**config.mk**
```make
export PLATFORM = sky130hd
export DESIGN_NAME = shift_normalizer
export DESIGN_NICKNAME = d
export VERILOG_FILES = /design/src/rtl/shift_normalizer.sv
export SDC_FILE = /design/constraint.sdc
export NUM_CORES = 1
export LEC_CHECK = 0
export BUFFER_PORTS_ARGS = -buffer_cell sky130_fd_sc_hd__buf_2
export CORE_ASPECT_RATIO = 0.5
export CORE_UTILIZATION = 25
export DETAILED_ROUTE_END_ITERATION = 10
export HOLD_SLACK_MARGIN = 0.03
export PLACE_DENSITY = 0.52
export SYNTH_ARGS = -nofsm -noshare
export SYNTH_HDL_FRONTEND = slang
export SYNTH_SLANG_ARGS = --single-unit
```
**constraint.sdc**
```tcl
create_clock -name clk -period 2.6 [get_ports clk]
set_input_delay 0.52 -clock clk [delete_from_list [all_inputs] [get_ports clk]]
set_output_delay 0.52 -clock clk [all_outputs]
set_load 0.05 [all_outputs]
```
**src/rtl/shift_normalizer.sv**
```systemverilog
// Multi-cycle normalizer: finds the shift that normalizes an operand (CLZ/CTZ/CLS),
// one bit per cycle with early termination and a start/busy/done handshake.
module shift_normalizer #(
  parameter int WIDTH = 32,
  parameter int CNT_W = 6
) (
  input  logic             clk,
  input  logic             rst_n,
  input  logic             start,
  input  logic             flush,
  input  logic [1:0]       mode,
  input  logic [WIDTH-1:0] a,
  output logic [WIDTH-1:0] r,
  output logic [CNT_W-1:0] shamt,
  output logic             zero,
  output logic             busy,
  output logic             done
);

  typedef enum logic {S_IDLE, S_RUN} state_t;

  state_t             r_state, w_state_nxt;
  logic [WIDTH-1:0]   r_work,  w_work_nxt;
  logic [CNT_W-1:0]   r_cnt,   w_cnt_nxt;
  logic [1:0]         r_mode,  w_mode_nxt;
  logic [WIDTH-1:0]   r_res,   w_res_nxt;
  logic [CNT_W-1:0]   r_shamt, w_shamt_nxt;
  logic               r_zero,  w_zero_nxt;
  logic               r_done,  w_done_nxt;

  logic w_is_ctz, w_is_cls, w_term;

  // Reserved mode 11 falls through to CLZ behaviour.
  assign w_is_ctz = (r_mode == 2'b01);
  assign w_is_cls = (r_mode == 2'b10);

  always_comb begin
    w_term = 1'b0;
    if (w_is_cls)
      w_term = (r_work[WIDTH-1] ^ r_work[WIDTH-2]) || (r_cnt == 6'd31);
    else if (w_is_ctz)
      w_term = r_work[0] || (r_cnt == 6'd32);
    else
      w_term = r_work[WIDTH-1] || (r_cnt == 6'd32);
  end

  always_comb begin
    w_state_nxt = r_state;
    w_work_nxt  = r_work;
    w_cnt_nxt   = r_cnt;
    w_mode_nxt  = r_mode;
    w_res_nxt   = r_res;
    w_shamt_nxt = r_shamt;
    w_zero_nxt  = r_zero;
    w_done_nxt  = 1'b0;
    case (r_state)
      S_IDLE: begin
        if (start && !flush) begin
          w_work_nxt  = a;
          w_cnt_nxt   = '0;
          w_mode_nxt  = mode;
          w_state_nxt = S_RUN;
        end
      end
      S_RUN: begin
        // Flush wins over termination; result registers are left untouched.
        if (flush) begin
          w_state_nxt = S_IDLE;
        end else if (w_term) begin
          w_res_nxt   = r_work;
          w_shamt_nxt = r_cnt;
          w_zero_nxt  = !w_is_cls && (r_cnt == 6'd32);
          w_done_nxt  = 1'b1;
          w_state_nxt = S_IDLE;
        end else begin
          w_work_nxt = w_is_ctz ? (r_work >> 1) : (r_work << 1);
          w_cnt_nxt  = r_cnt + 6'd1;
        end
      end
      default: w_state_nxt = S_IDLE;
    endcase
  end

  always_ff @(posedge clk or negedge rst_n) begin
    if (!rst_n) begin
      r_state <= S_IDLE;
      r_work  <= '0;
      r_cnt   <= '0;
      r_mode  <= '0;
      r_res   <= '0;
      r_shamt <= '0;
      r_zero  <= 1'b0;
      r_done  <= 1'b0;
    end else begin
      r_state <= w_state_nxt;
      r_work  <= w_work_nxt;
      r_cnt   <= w_cnt_nxt;
      r_mode  <= w_mode_nxt;
      r_res   <= w_res_nxt;
      r_shamt <= w_shamt_nxt;
      r_zero  <= w_zero_nxt;
      r_done  <= w_done_nxt;
    end
  end

  assign r     = r_res;
  assign shamt = r_shamt;
  assign zero  = r_zero;
  assign done  = r_done;
  assign busy  = (r_state == S_RUN);

endmodule

```
==> flow_metrics.py <==
metrics = {
    "synth": {
        "mean_syn_cell_area_um2": 12.6,
        "post_synth_inst_count": 322,
        "synth_sequential_area_ratio_pct": 49.8,
        "synth_seq_cells": 81,
        "synth_area_mm2": 0.00407,
        "number_of_different_library_cells_in_the_post_synthesis_netlist": 34,
        "yosysWarnings": 0,
        "synthesis.nets": 362,
    },
    "clock_network": {
        "cts_hold_buffers": 0,
        "post-cts-setup-buffer-count": 0,
        "cts_made_buffers": 9,
        "clk_transition_reported_paths_ps": 60,
        "tritoncts_clock_tree": "built",
        "clock_sink_count": 81,
        "clock_tree.buffer_depth": 2,
        "clock_tree.root_cell": "sky130_fd_sc_hd__clkbuf_16",
        "insertion_delay_ps": 340,
        "post_cts.resized_instances": 0,
        "ctsHtreeMaxLevel": 3,
    },
    "layout": {
        "final_common_cell": "sky130_fd_sc_hd__dfrtp_1",
        "antenna_cells_inserted": 0,
        "layout-drive-gt1-share_pct": 36.4,
        "area_growth_syn_to_layout_pct": 23.7,
        "most-common-layout-cells": "sky130_fd_sc_hd__dfrtp_1, sky130_fd_sc_hd__buf_2, sky130_fd_sc_hd__mux2_4",
        "finalNetCount": 439,
    },
    "timing": {
        "slew_headroom_pct": 62.9,
        "setup_total_negative_slack_ps": 0,
        "finalMaxSlewViolations": 0,
        "fin_crit_sh_pct": 81.1,
        "period_minus_slack_ps": 2110,
        "setup_viol": 0,
        "skew_ps": 5.46,
        "rsz_0062_raised_after_global_routing": "no",
        "fmax_ghz": 0.474,
        "finalHoldViolations": 0,
        "tightestPinTransition_ps": 556,
    },
    "worst_setup_path": {
        "timing.critical_path.buf_inv": 1,
        "worstPathCellList": "ha_1 > and3_1 > a21oi_1 > nand2_1 > a31oi_4 > buf_4 > mux2_1",
        "crit_path_max_fanout": 19,
        "worst-endpoint-required_ps": 2820,
        "worstReg2RegStart": "r_cnt[0]$_DFFE_PN0P_",
        "delay_of_the_slowest_critical_path_stage_ps": 400,
        "critPathArrivalTime_ps": 2330,
        "cp-start-kind": "flop",
        "cp_delay_by_family_top": "flip-flops",
        "timing.critical_path.to_type": "flop",
        "cpMaxStageDelayCell": "sky130_fd_sc_hd__dfrtp_1",
        "crit_path_start": "r_cnt[0]$_DFFE_PN0P_",
        "crit_type": "flop to flop",
    },
    "detailed_routing": {
        "detailroute.via_count": 2679,
        "first_iter_violations": 105,
        "drcViolationCount": 0,
        "ant_nets": 0,
        "detail_route.first_pass.iterations": 4,
        "route.final.wire_length_um": 8890,
        "detail_route.wl_per_cell_um": 14.2,
        "drt-vias-per-instance": 4.29,
    },
    "die": {
        "floorplan.io_pins": 79,
        "site_rows": 32,
        "die_w_um": 182,
        "design.die.area_mm2": 0.0168,
        "chipHeight_um": 92.2,
        "floorplan.initialDensity_pct": 26.0,
        "core_area_mm2": 0.0157,
    },
    "global_route": {
        "first_global_vias": 2691,
        "grt_pass1_wl_um": 14500,
        "pin_count_of_the_biggest_net_entering_global_routing": 71,
        "grt_antenna_before_repair": 0,
        "globalRoute.totalOverflow": 0,
        "gr-usage-all-layers_pct": 11.1,
    },
    "pwr": {
        "p_per_cell_area_mw_per_mm2": 1380,
        "worst_ir_drop_vdd_mv": 0.413,
        "total_power_uw": 6960,
        "power.leakage_uw": 0.00238,
    },
    "place": {
        "place.gp.congestion": 0.723,
        "place.port_buffers": 78,
        "dp.final_hpwl_um": 6080,
    },
    "worst_hold_path": {
        "holdCritPathClass": "primary input to async pin",
    },
    "outcome": {
        "status": "finished clean",
    },
    "job": {
        "timing.max_cap.violations": 0,
    },
}
[synth_stat cells, drive strengths merged]
cell	instances	share of area (%)
nor3	1	0.12
dfrtp	81	50
nor2	34	3.1
nor2b	2	0.31
nand3	5	0.92
ha	2	0.62
mux2	74	24
and3b	1	0.22
o21bai	1	0.18
a2111oi	1	0.22
nand2b	3	0.46
a21boi	1	0.18
nand2	11	1.0
a31oi	2	0.68
or2	1	0.15
o22ai	1	0.15
buf	14	2.5
inv	4	0.37
and3	1	0.15
clkbuf	6	0.55
mux2i	32	8.2
o211ai	4	0.74
or3b	1	0.22
xor2	1	0.22
a21oi	34	4.2
o21ai	1	0.12
or3	3	0.46
[path summary, 6_finish.rpt]
path / to / slack, ps / cells after the start
worst min-delay path: shamt[3]$_DFFE_PN0P_ / 110 / 1
max in group asynchronous: busy$_DFF_PN0_ / 1870 / 2
worst max register to register: r_work[0]$_DFFE_PN0P_ / 490 / 7
worst min register to register: r[28]$_DFFE_PN0P_ / 500 / 1
min in group clk: r_mode[1]$_DFFE_PN0P_ / 400 / 2
worst max-delay path: r_work[0]$_DFFE_PN0P_ / 490 / 7
[final cells by class]
| class | count | area [um^2] |
|---|---|---|
| Clock buffer | 10 | 239 |
| Clock inverter | 6 | 90.1 |
| Fill cell | 1595 | 10600 |
| Inverter | 4 | 15.0 |
| Multi-Input combinational cell | 217 | 1900 |
| Sequential cell | 81 | 2030 |
| Tap cell | 221 | 277 |
| Timing Repair Buffer | 86 | 478 |
[worst register-to-register path, stage by stage (launching register included)]
cell	delay, ps
sky130_fd_sc_hd__dfrtp_1	400
sky130_fd_sc_hd__ha_1	240
sky130_fd_sc_hd__and3_1	200
sky130_fd_sc_hd__a21oi_1	120
sky130_fd_sc_hd__nand2_1	160
sky130_fd_sc_hd__a31oi_4	220
sky130_fd_sc_hd__buf_4	290
sky130_fd_sc_hd__mux2_1	360
[logic make-up (layout without fill, tap and decap cells)]
| kind of cell | after synthesis | in the layout | synth area share [%] |
|---|---|---|---|
| buffers and inverters | 24 | 106 | 3.42 |
| AOI/OAI and AO/OA | 45 | 45 | 6.46 |
| and+or+nand+nor | 63 | 63 | 7.17 |
| muxes | 106 | 106 | 32.3 |
| xor gates and xnor gates | 1 | 1 | 0.215 |
| DFF | 81 | 81 | 49.8 |
| adders and majority gates | 2 | 2 | 0.615 |
[through the flow]
| stage | hold slack [ps] | cells | cell area, um^2 | utilization [%] | worst slack [ps] |
|---|---|---|---|---|---|
| floorplan | 224 | 322 | 4070 | - | 609 |
| global placement | 478 | 609 | 4700 | 30.0 | 506 |
| detailed placement | 481 | 609 | 4700 | 30.0 | 484 |
| CTS | 118 | 625 | 5030 | 32.1 | 479 |
| global route | 126 | 625 | 5030 | 32.1 | 320 |
| finish | 108 | 625 | 5030 | 32.1 | 492 |
[power by group]
group	switching [uW]	internal [uW]
combinational	1910	1230
clock	524	870
sequential	549	1870
[per-layer routing]
layer | GRT usage [%] | up-vias | routed length (um)
met5 | 0 | - | 0
met4 | 2.73 | 0 | 111
met3 | 3.97 | 7 | 397
met2 | 17.3 | 39 | 4080
met1 | 14.6 | 1339 | 4310
li1 | - | 1294 | -
[registers in the layout (all words and copies together), names as in the netlist]
register and flops:
r 32, shamt 6, busy 1, done 1
zero 1, r_mode 2, r_cnt 6, r_work 32
(Power assumes the default switching activity.)
